--- src/rtl/fmap_skew_reader.sv ---
// fmap_skew_reader
//   Streams NUM_ROWS consecutive feature-map words out of a synchronous
//   read memory and presents them to a systolic array with a diagonal
//   skew: lane i of each word is delayed i cycles relative to lane 0.
//
// Ports
//   clk, rst_n      single clock, asynchronous active-low reset
//   start_i         one-cycle run request (accepted only in IDLE)
//   base_addr_i     first memory address, sampled with start_i
//   mem_q_i         memory read data, one cycle after mem_ce_o
//   mem_addr_o      memory read address (0 outside READ)
//   mem_ce_o        memory chip enable (READ only)
//   mem_we_o        memory write enable, tied low
//   fmap_row_o      skewed lane data, lane i = [(i+1)*DATA_WIDTH-1 -: DATA_WIDTH]
//   lane_valid_o    per-lane valid, bit i qualifies lane i
//   busy_o          high through READ and DRAIN
//   done_o          one-cycle pulse in DONE
module fmap_skew_reader #(
  parameter int DATA_WIDTH     = 8,
  parameter int PE_SIZE        = 14,
  parameter int MEM_ADDR_WIDTH = 10,
  parameter int MEM_DATA_WIDTH = 112,
  parameter int NUM_ROWS       = 64
) (
  input  logic                      clk,
  input  logic                      rst_n,
  input  logic                      start_i,
  input  logic [MEM_ADDR_WIDTH-1:0] base_addr_i,
  input  logic [MEM_DATA_WIDTH-1:0] mem_q_i,
  output logic [MEM_ADDR_WIDTH-1:0] mem_addr_o,
  output logic                      mem_ce_o,
  output logic                      mem_we_o,
  output logic [MEM_DATA_WIDTH-1:0] fmap_row_o,
  output logic [PE_SIZE-1:0]        lane_valid_o,
  output logic                      busy_o,
  output logic                      done_o
);

  // One counter serves both READ (row index) and DRAIN (drain cycle index).
  localparam int CNT_W = $clog2(NUM_ROWS + PE_SIZE + 2);

  typedef enum logic [1:0] {IDLE, READ, DRAIN, DONE} state_t;

  state_t                    state;
  state_t                    next_state;
  logic [CNT_W-1:0]          cnt;
  logic [MEM_ADDR_WIDTH-1:0] base_addr;
  logic                      last_read;
  logic                      last_drain;
  logic                      read_pending;
  logic [PE_SIZE-1:0]        valid_pipe;

  assign last_read  = (cnt == CNT_W'(NUM_ROWS - 1));
  // DRAIN lasts PE_SIZE+1 cycles: one for the output register, PE_SIZE-1
  // for the deepest lane's delay line, one for its final row to be shown.
  assign last_drain = (cnt == CNT_W'(PE_SIZE));

  // State register, phase counter and latched base address.
  always_ff @(posedge clk or negedge rst_n) begin
    if (!rst_n) begin
      state     <= IDLE;
      cnt       <= '0;
      base_addr <= '0;
    end else begin
      state <= next_state;
      cnt   <= (next_state != state) ? '0 : cnt + CNT_W'(1);
      if (state == IDLE && start_i)
        base_addr <= base_addr_i;
    end
  end

  // Next-state logic; start_i only matters in IDLE.
  always_comb begin
    next_state = state;
    case (state)
      IDLE:    if (start_i)    next_state = READ;
      READ:    if (last_read)  next_state = DRAIN;
      DRAIN:   if (last_drain) next_state = DONE;
      DONE:                    next_state = IDLE;
      default:                 next_state = IDLE;
    endcase
  end

  // Memory interface and status outputs decoded from the state.
  always_comb begin
    mem_ce_o   = 1'b0;
    mem_addr_o = '0;
    mem_we_o   = 1'b0;
    busy_o     = 1'b0;
    done_o     = 1'b0;
    case (state)
      READ: begin
        mem_ce_o   = 1'b1;
        mem_addr_o = base_addr + MEM_ADDR_WIDTH'(cnt);
        busy_o     = 1'b1;
      end
      DRAIN:   busy_o = 1'b1;
      DONE:    done_o = 1'b1;
      default: ;
    endcase
  end

  // read_pending marks the cycle in which mem_q_i holds a word of this run;
  // valid_pipe shifts that marker one lane per cycle to form the skew.
  always_ff @(posedge clk or negedge rst_n) begin
    if (!rst_n) begin
      read_pending <= 1'b0;
      valid_pipe   <= '0;
    end else begin
      read_pending <= mem_ce_o;
      valid_pipe   <= {valid_pipe[PE_SIZE-2:0], read_pending};
    end
  end

  assign lane_valid_o = valid_pipe;

  // Lane i keeps an (i+1)-deep delay line: stage 0 registers the memory
  // word, the remaining i stages provide the skew. Non-run data is loaded
  // as zero so nothing stale travels down the lines.
  for (genvar i = 0; i < PE_SIZE; i++) begin : g_lane
    logic [DATA_WIDTH-1:0] line [0:i];

    always_ff @(posedge clk or negedge rst_n) begin
      if (!rst_n) begin
        for (int s = 0; s <= i; s++)
          line[s] <= '0;
      end else begin
        line[0] <= read_pending ? mem_q_i[(i+1)*DATA_WIDTH-1 -: DATA_WIDTH] : '0;
        for (int s = 1; s <= i; s++)
          line[s] <= line[s-1];
      end
    end

    assign fmap_row_o[(i+1)*DATA_WIDTH-1 -: DATA_WIDTH] = valid_pipe[i] ? line[i] : '0;
  end

endmodule

--- config.mk ---
export PLATFORM = sky130hd
export DESIGN_NAME = fmap_skew_reader
export DESIGN_NICKNAME = d
export VERILOG_FILES = /design/src/rtl/fmap_skew_reader.sv
export SDC_FILE = /design/constraint.sdc
export NUM_CORES = 1
export LEC_CHECK = 0
export CORE_MARGIN = 2
export CORE_UTILIZATION = 45
export CTS_CLUSTER_SIZE = 8
export DETAILED_ROUTE_END_ITERATION = 10
export PLACE_DENSITY = 0.68
export SYNTH_ARGS = -nofsm -noshare
export SYNTH_HDL_FRONTEND = slang
export SYNTH_SLANG_ARGS = --single-unit
--- constraint.sdc ---
create_clock -name clk -period 3.7 [get_ports clk]
set_input_delay 0.74 -clock clk [delete_from_list [all_inputs] [get_ports clk]]
set_output_delay 0.74 -clock clk [all_outputs]
set_load 0.03 [all_outputs]
* Yosys cells after proc, flatten, opt, wreduce, memory -nomap -nowiden *
Index checks and enable logic that the tools add are counted.

word-level totals
  register bits after elaboration = 874
  bits in latches = 0
  memory bits (writable) = 0
  memory bits (read-only) = 0
  output and inout bits = 140
  logic and storage cells = 158
  memories = 0

cells by class
  add/subtract/negate cells = 2
  multiply operators = 0
  div/mod/pow operators = 0
  $lt $le $gt $ge = 0
  eq/ne operators = 6
  shift-type cells = 0
  multiplexer cells = 37
  bitwise gates (word level) = 0
  reduce and logical (&&, ||, !) cells = 3

operators with widths
  cell                   number
  $mux W8                28
  $add A10 B7 Y10        1
  $mux W10               1
  $pmux W2 S4            1
  $add A7 B1 Y7 const B  1
  $eq A7 B4 Y1 const B   1
  $eq A7 B6 Y1 const B   1
  $mux W7                1
  $mux W2                3
  $eq A2 B2 Y1 const B   2
  $mux W1                3
  $eq A2 B1 Y1 const B   1
  $logic_not A2 Y1       1
  $ne A2 B2 Y1           1
  $reduce_or A2 Y1       1
  $logic_and A1 B1 Y1    1

* Depth between registers and ports, before layout *
Gate-level depths: netlist (run 1).

  depth after elaboration = 5
  depth in mapped cells = 7
  depth with buffers taken out = 7

* Worst setup path before layout (run 1) *
No wires, ideal clock.

  kind = flip-flop to output port
  start point = register state[1]
  end point = output port mem_addr_o[2]
  arrival = 2.145 ns
  slack = 0.815 ns
  stages on the path, launching flop included = 6
  buffers on the path = 2
  path through = dfrtp_1 -> inv_1 -> ha_1 -> buf_6 -> clkbuf_1 -> nor3b_1

between the ends
  longest elaborated chain between the ends = 2

ends and longest elaborated chain
  what                    line  RTL
  from (decl)             44    state_t state;
  from (signal assigned)  65    state <= next_state;
  $eq A2 B1 Y1            91    case (state)
  $mux W10                91
  to (decl)               30    output logic [MEM_ADDR_WIDTH-1:0] mem_addr_o,

Every way passes these cells.

* Final worst setup path (run 1) *
  start point = register cnt[0]
  end point = output port mem_addr_o[8]

between the ends
  longest elaborated chain between the ends = 2

ends and longest elaborated chain
  what                    line  RTL
  from (decl)             46    logic [CNT_W-1:0] cnt;
  from (signal assigned)  66    cnt <= (next_state != state) ? '0 : cnt + CNT_W'(1);
  $add A10 B7 Y10         94    mem_addr_o = base_addr + MEM_ADDR_WIDTH'(cnt);
  $mux W10                91

Every way passes these cells.

==> results of run 1 <==
layout make-up:
type	instances	share of cell area, %
Sequential cell	874	70.1
Clock buffer	120	9.55
Timing Repair Buffer	287	9.45
Multi-Input combinational cell	341	7.41
Tap cell	696	2.79
Clock inverter	9	0.537
Inverter	10	0.120
Antenna cell	9	0.0721
Yosys cell counts (all sizes together) (2+ instances only):
cell	number
nand3	6
o31a	2
and2	225
nor2	9
o21a	4
nand2	8
nand4	2
nor2b	3
mux2	10
nor3b	3
and3	2
ha	14
clkbuf	13
dfrtp	874
a21oi	4
xor2	2
nor3	9
xnor2	2
inv	10
nand2b	7
mux2i	4
buf	2
o21ai	8
flip-flops by register name, indices dropped and copies added (netlist names):
register / count
base_addr: 10
cnt: 7
state: 2
lane_valid_o: 14
g_lane.line: 840
read_pending: 1
what timing repair did:
item	4_1_cts	5_1_grt
cloned	0	0
gates resized for setup	10	8
setup endpoints to repair	6	4
pin swaps	0	1
buffers inserted	0	1
hold buffers	0	0
kinds of logic (layout without fill, tap and decap cells):
kind of cell             after synthesis  after routing  share of synthesized area [%]
adder cells (fa/ha/maj)               15             15                          0.804
other                                  1             10                         0.0155
buffers and inverters                 25            426                          0.433
multiplexers                          14             14                          0.629
XOR/XNOR                               4              4                          0.144
AND/OR/NAND/NOR                      278            278                           6.94
flip-flops                           874            874                           90.1
AO/OA/AOI/OAI                         29             29                          0.907
final timing paths:
check | startpoint | end | cells past startpoint
worst max-delay path | cnt[0] | mem_addr_o[8] | 8
worst max register to register | state[1] | cnt[4] | 7
min in group clk | g_lane[13].line[94] | g_lane[13].line[86] | 0
worst min register to register | g_lane[13].line[94] | g_lane[13].line[86] | 0
worst min-delay path | rst_n | g_lane[1].line[7] | 1
max in group asynchronous | rst_n | g_lane[6].line[48] | 2
routing by layer:
metal	share of wire (%)	wire [µm]
met1	38	15900
met2	53	22500
met3	6.1	2560
met4	2.8	1190
met5	0.10	43
worst max-delay path: stages (launching register included):
cell	delay (ns)
dfrtp_1	0.41
ha_2	0.24
inv_1	0.06
fa_1	0.40
nor2b_2	0.21
o31ai_2	0.13
a21oi_1	0.18
mux2i_1	0.25
clkdlybuf4s15_2	0.34
where the power goes:
group	total, mW	internal, mW	switching [mW]	leakage (nW)
Sequential	10.2	10.0	0.145	10.2
Combinational	0.703	0.310	0.392	2.18
Clock	9.30	5.63	3.67	1.54
stage by stage:
stage | utilization [%] | TNS, ns | instances
CTS | 58.2 | 0 | 2336
floorplan | - | 0 | 1240
global route | 58.2 | -0.0314 | 2343
finish | 58.2 | 0 | 2346
detailed placement | 52.3 | 0 | 2207
global placement | 52.3 | 0 | 2207
==> summary.txt, run 1 <==
final hold violations: 0
slew margin rel.: 37.3%
RSZ-0062 raised after global routing: true
Starting Density: 45.3%
Final nets: 1773
Die Height: 236 µm
total grt overflow: 0
met3 Use GR: 4.82%
HPWL Detailed: 23500 µm
most frequent cells in the layout: dfrtp_1 (873), clkdlybuf4s50_1 (255), and2_1 (225)
syn nets: 1380
Placeable Area: 53600 µm²
setup ws final: 0.105 ns
register area: 21900 µm²
Lkg Pwr: 13.9 nW
CTS tree: done
Clock transition at path regs: 0.05 ns
final antenna-violating net count: 0
peak supply drop: 384 µV
final cycle utilization of the critical path: 97.2%
total CTS buffers: 119
Max Freq: 278 MHz
pwr/cell area: 647 nW/µm²
Cell variety after synth: 43
most common cell after layout, fill and taps aside: dfrtp_1
met1 Use GR: 18.9%
Via density: 4.47
Seq cells post-synth: 874
Skew-Pair Late Insertion Delay: 0.66 ns
WP data required: 2.96 ns
P&R area growth vs syn: 28.6%
Yosys top cell area share: 90.1%
Total Power: 20.2 mW
Cells after Synth: 1240
Tmin final: 3.60 ns
Final Setup Violations: 0
worst slew pin tran: 0.941 ns
Multi-input gate area: 2310 µm²
mapped cell area: 24300 µm²
crit end category: output port
initial antenna violation count: 11
worst hold path class: input pin to asynchronous set/reset pin
average size of a mapped cell: 19.6 µm²
vias: 10500
GPL Wtd Cong: 0.820
TritonCTS Sinks: 874
M2 GR Usage: 27.4%
critical path arrival: 2.86 ns
Max Buffers Root-to-Sink: 3
# fillers: 3873
first-pass GRT wire length: 69100 µm
share of cells above drive strength 1: 10.8%
Root Buffer: clkbuf_16
hold slack: 0.130 ns
Max Cap Violations: 0
status: completed
vias in the first global route: 12400
synth warn: 0
Max Slew Vio Count: 0
async set or reset register ratio after synthesis: 100%
register area share after synthesis: 90.1%
DR WL/cell: 18.0 µm
CP max FO: 5
top post-synthesis cells by area: dfrtp_1 (90%), and2_1 (5.8%), ha_1 (0.72%)
fin area: 31200 µm²
pre-CTS setup slack: 0.326 ns
reg-to-reg slack, setup: 1.43 ns
Clock H-tree levels: 3
die area: 55800 µm²
site row count: 85
busiest grt layer: met2
number of DRC markers in iteration 0: 427
die width: 236 µm
port bufs: 263
DRT Wirelength: 42100 µm
largest net degree at the start of global routing: 114
aggregate global-route resource usage: 16.2%
post-route DRC violation count: 0
Crit Path Class: register to output port
Worst setup SP type: register
top cell type by total area after synthesis: dfrtp_1
ys flop type: dfrtp_1
Setup Skew: 0.0390 ns
Area after DPL: 28000 µm²
EDFF count, synth: 0
Pre-antenna DRT Iters: 4
Boundary Pins: 265
No activity file was read; power rests on OpenSTA's default activity.
==> inputs of run 2 (changes only) <==
- HOLD_SLACK_MARGIN: not set -> 0.08
- SETUP_SLACK_MARGIN: not set -> 0.15
==> run 2 against run 1 <==
Net effect:
- worst setup slack better by 0.12 ns
- clock power barely moved
- critical path depth unchanged
- flip-flop and latch count stayed put
- largest cell class unchanged
==> summary.txt, run 2 (synthesis gave the netlist of run 1 again) <==
status: completed
TNS Setup: 0 ns (unchanged)
Final Setup Violations: 0 (unchanged)
Placeable Area: 53600 µm² (unchanged)
hold buffers post-CTS: 0 (unchanged)
Max Buffers Root-to-Sink: 3 (unchanged)
P&R area growth vs syn: 28.7% (about the same)
Max Slew Vio Count: 0 (unchanged)
initial antenna violation count: 11 (unchanged)
site row count: 85 (unchanged)
number of DRC markers in iteration 0: 438 (+2.6%)
clock power share: 46.1% (about the same)
Starting Density: 45.3% (unchanged)
GPL Wtd Cong: 0.820 (unchanged)
Setup crit start: cnt[0]
Tmin final: 3.47 ns (-0.124 ns)
port bufs: 263 (unchanged)
most common cell after layout, fill and taps aside: dfrtp_1
DRT Wirelength: 42200 µm (+0.23%)
aggregate global-route resource usage: 16.2% (about the same)
Setup Skew: 0.0384 ns (-0.000586 ns)
vias: 10500 (+0.23%)
final hold violations: 0 (unchanged)
HPWL Detailed: 23500 µm (unchanged)
Net Sw Frac: 20.8% (about the same)
CTS tree: done
Reg-to-Reg Start: state[1]
first-pass GRT wire length: 69100 µm (about the same)
most frequent cells in the layout: dfrtp_1 (873), clkdlybuf4s50_1 (253), and2_1 (225)
WP data required: 2.96 ns (about the same)
critical path arrival: 2.73 ns (-0.13 ns)
post-CTS setup buffers: 0 (unchanged)
vias in the first global route: 12500 (+0.25%)
Clock H-tree levels: 3 (unchanged)
sequential power share: 50.5% (about the same)
pwr/cell area: 646 nW/µm² (about the same)
NetSw: 4.21 mW (about the same)
share of cells above drive strength 1: 10.9% (+0.13 points)
RSZ-0062 raised after global routing: true
Die Height: 236 µm (unchanged)
hold slack: 0.130 ns (-0.000360 ns)
Max Cap Violations: 0 (unchanged)
slew margin rel.: 37.2% (-0.12 points)
Crit Path Class: register to output port
TritonCTS Sinks: 874 (unchanged)
Via density: 4.48 (+0.27%)
post-route DRC violation count: 0 (unchanged)
Boundary Pins: 265 (unchanged)
total grt overflow: 0 (unchanged)
Lkg Pwr: 13.9 nW (about the same)
Worst setup SP type: register
max FFs per register: 840 (unchanged)
DR WL/cell: 18.0 µm (+0.27%)
Total Power: 20.2 mW (about the same)
peak supply drop: 384 µV (about the same)
die area: 55800 µm² (unchanged)
final antenna-violating net count: 0 (unchanged)
die width: 236 µm (unchanged)
Clock transition at path regs: 0.05 ns (about the same)
CP max FO: 5 (unchanged)
total CTS buffers: 119 (unchanged)
Skew-Pair Late Insertion Delay: 0.66 ns (about the same)
Top reg by flops: g_lane.line
Pre-antenna DRT Iters: 4 (unchanged)
crit end category: output port
worst slew pin tran: 0.942 ns (+0.00179 ns)
Final nets: 1772 (-0.056%)
Max Freq: 288 MHz (+3.6%)
logic gate share of total power: 3.5% (about the same)
Root Buffer: clkbuf_16
largest net degree at the start of global routing: 114 (unchanged)
Internal: 16.0 mW (about the same)
# fillers: 3864 (-0.23%)
worst hold path class: input pin to asynchronous set/reset pin
final cycle utilization of the critical path: 93.8% (-3.3 points)
[run 2: changes by cell type in the layout (fill, tap and decap cells not counted), sizes merged]
cell           previous run  this run
buf                      25        26
clkdlybuf4s50           255       253
[run 2: path summary, 6_finish.rpt]
kind	slack, ns	endpoint	depth (start not counted)
setup / recovery	0.23	mem_addr_o[8]	8
hold / removal	0.13	g_lane[1].line[7]	1
setup reg to reg	1.53	cnt[4]	7
hold reg to reg	0.31	g_lane[13].line[86]	0
max in group asynchronous	2.55	g_lane[6].line[48]	2
min in group clk	0.31	g_lane[13].line[86]	0
[run 2: final cells by class]
cell class	count	area, µm²	area share, %
inverter	10	37.5	0.120
sequential	874	21900	70.0
antenna	9	22.5	0.0721
multi-input combinational	341	2360	7.54
clock inverter	9	168	0.537
clock buffer	120	2980	9.54
timing repair buffer	286	2930	9.38
tap	696	871	2.79
[run 2: per-stage QoR]
step	instance area [µm²]	std cells	util, %	setup slack, ns
after floorplan	24300	1240	-	0.815
after global placement	28000	2207	52.3	0.478
after global routing	31200	2342	58.3	0.0851
after detailed placement	28000	2207	52.3	0.326
after CTS	31200	2336	58.2	0.0240
final	31200	2345	58.3	0.228
[run 2: critical path, cell delays in order (launching register included)]
cell and delay (ns):
dfrtp_1 0.41, ha_2 0.24, inv_1 0.06, fa_1 0.40, nor2b_2 0.21, o31ai_2 0.13, a21oi_1 0.18, mux2i_1 0.23
buf_2 0.23
[run 2: what timing repair did]
item	CTS	global route
pin swaps	1	0
gates resized for setup	21	9
endpoints found under the setup margin	10	7
gates cloned	0	0
[run 2: routing by layer]
layer,vias to the layer above,share of wire [%],GRT usage (%)
met5,-,0.10,0
met4,6,2.8,7.88
met3,86,6.2,4.82
met2,279,53,27.5
met1,5502,38,18.9
li1,4642,-,-
[run 2: power groups by stage]
stage                     logic (mW)  clock network (mW)  registers (mW)
final                          0.703                9.30            10.2
after floorplan                0.223                   0            10.3
after global routing           0.775                10.0            10.2
after CTS                      0.724                9.61            10.2
after detailed placement       0.717                   0            10.3
after global placement         0.704                   0            10.3
==> inputs of run 3 (changes only) <==
- CELL_PAD_IN_SITES_DETAIL_PLACEMENT: not set -> 2
- CELL_PAD_IN_SITES_GLOBAL_PLACEMENT: not set -> 2
- CORE_MARGIN: 2 -> not set
- PLACE_DENSITY: 0.68 -> 0.85
==> run 3 against run 2 <==
Net effect:
- the run now ends with DRC left
- flip-flop and latch count unchanged
- register-to-register slack worse by 0.26 ns
- hold slack gained 0.21 ns
- clock skew fell by 0.0079 ns
- critical path depth is 2 lower
- die area down 1.7%
- wire length grew 55%
- fmax is 0.48% lower
- power rose by 2.5%
- worst setup slack worse by 0.017 ns
- combinational power grew 7.5%
- critical path type unchanged
- highest routed layer unchanged
==> summary.txt, run 3 (synthesis gave the netlist of run 1 again) <==
total grt overflow: 0 (unchanged)
slew margin rel.: 27.5% (-9.7 points)
Tmin final: 3.49 ns (+0.0167 ns)
Max Slew Vio Count: 0 (unchanged)
pwr/cell area: 663 nW/µm² (+2.6%)
final antenna-violating net count: 0 (unchanged)
Max Cap Violations: 0 (unchanged)
crit end category: output port
GPL Wtd Cong: 0.801 (-2.4%)
post-route DRC violation count: 16 (+16)
buffers plus inverters on the worst setup path: 1 (-1)
Clock H-tree levels: 3 (unchanged)
Pre-antenna DRT Iters: 7 (+3)
Placeable Area: 53000 µm² (-1.2%)
max FFs per register: 840 (unchanged)
# fillers: 4282 (+11%)
Final Setup Violations: 0 (unchanged)
RSZ-0062 raised after global routing: true
Lkg Pwr: 13.9 nW (-0.17%)
TritonCTS Sinks: 874 (unchanged)
total CTS buffers: 119 (unchanged)
most frequent cells in the layout: dfrtp_1 (869), clkdlybuf4s50_1 (254), and2_1 (225)
busiest grt layer: met2
aggregate global-route resource usage: 25.0% (+8.8 points)
Boundary Pins: 265 (unchanged)
die width: 234 µm (-0.85%)
Crit Path Class: register to output port
Hold Path Origin: g_lane[13].line[77]
met3 Use GR: 5.75% (+0.93 points)
site row count: 84 (-1.2%)
pre-CTS setup slack: 0.314 ns (-0.0118 ns)
Area after DPL: 28000 µm² (about the same)
Total Power: 20.7 mW (+2.5%)
P&R area growth vs syn: 28.7% (about the same)
TNS Setup: 0 ns (unchanged)
DR WL/cell: 28.0 µm (+55%)
initial antenna violation count: 8 (-3)
worst hold path class: register to register
WP data required: 2.96 ns (about the same)
hold slack: 0.339 ns (+0.209 ns)
Critical Path Max Stage Delay: 0.52 ns (+0.11 ns)
critical path arrival: 2.75 ns (+0.02 ns)
met1 Use GR: 28.5% (+9.6 points)
Setup crit start: cnt[1]
setup ws final: 0.211 ns (-0.0167 ns)
final cycle utilization of the critical path: 94.3% (+0.45 points)
port bufs: 263 (unchanged)
Inst Count DP: 2196 (-0.50%)
share of cells above drive strength 1: 11.0% (+0.068 points)
fin util: 58.9% (+0.66 points)
crit-path cells: ha_1 -> a21oi_2 -> o211ai_1 -> nor4b_1 -> or4_1 -> buf_2
register area: 21900 µm² (about the same)
first-pass GRT wire length: 96900 µm (+40%)
Layout Cells excl Fill: 2333 (-0.51%)
peak supply drop: 408 µV (+6.2%)
Max Buffers Root-to-Sink: 3 (unchanged)
Slowest cell on crit path: or4_1
M2 GR Usage: 45.3% (+18 points)
Via density: 4.78 (+6.6%)
Reg-to-Reg Start: state[1]
final hold violations: 0 (unchanged)
CP max FO: 5 (unchanged)
Multi-input gate area: 2360 µm² (about the same)
kind of cell adding the most delay to the critical path: simple AND/OR/NAND/NOR gates
Skew-Pair Late Insertion Delay: 0.66 ns (about the same)
fin area: 31200 µm² (about the same)
Setup Skew: 0.0306 ns (-0.00785 ns)
Worst setup SP type: register
Max Freq: 287 MHz (-0.48%)
Die Height: 234 µm (-0.85%)
DRT Wirelength: 65300 µm (+55%)
most common cell after layout, fill and taps aside: dfrtp_1
Root Buffer: clkbuf_16
number of DRC markers in iteration 0: 453 (+3.4%)
worst slew pin tran: 1.09 ns (+0.145 ns)
Clock transition at path regs: 0.05 ns (about the same)
vias: 11200 (+6.1%)
Final nets: 1772 (unchanged)
Top reg by flops: g_lane.line
vias in the first global route: 14100 (+13%)
Starting Density: 45.8% (+0.54 points)
die area: 54900 µm² (-1.7%)
largest net degree at the start of global routing: 134 (+18%)
violated checks: DRC
status: finished with violations
HPWL Detailed: 33600 µm (+43%)
CTS tree: done
run 3: final timing paths:
kind | to | slack (ns) | depth (start not counted)
min reg2reg | g_lane[13].line[69] | 0.34 | 0
max reg2reg | cnt[6] | 1.27 | 7
min in group asynchronous | g_lane[1].line[14] | 0.66 | 2
max | mem_addr_o[9] | 0.21 | 6
min | g_lane[13].line[69] | 0.34 | 0
max in group asynchronous | g_lane[5].line[0] | 1.91 | 3
run 3: per-layer routing:
layer / vias to the layer above / routed length (µm)
met5: - / 53
met4: 8 / 2030
met3: 120 / 2990
met2: 307 / 36400
met1: 6084 / 23800
li1: 4635 / -
run 3: report_power, final:
part / total (mW) / switching [mW] / internal [mW]
Clock: 9.70 / 3.96 / 5.74
Sequential: 10.3 / 0.214 / 10.0
Combinational: 0.756 / 0.444 / 0.311
run 3: layout make-up:
type	instances	area share (%)
multi-input cells	341	7.55
well taps	688	2.76
clock inverters	5	0.381
clock buffers	123	9.65
diodes	6	0.0481
repair buffers	286	9.42
flip-flops and latches	874	70.1
inverters	10	0.120
run 3: what timing repair did:
item,CTS,global route
endpoints found under the setup margin,8,6
resized for setup,32,8
endpoints found under the hold margin,22,0
hold buffers,1,0
pin swaps,1,1
setup buffers,1,1
gates cloned,0,0
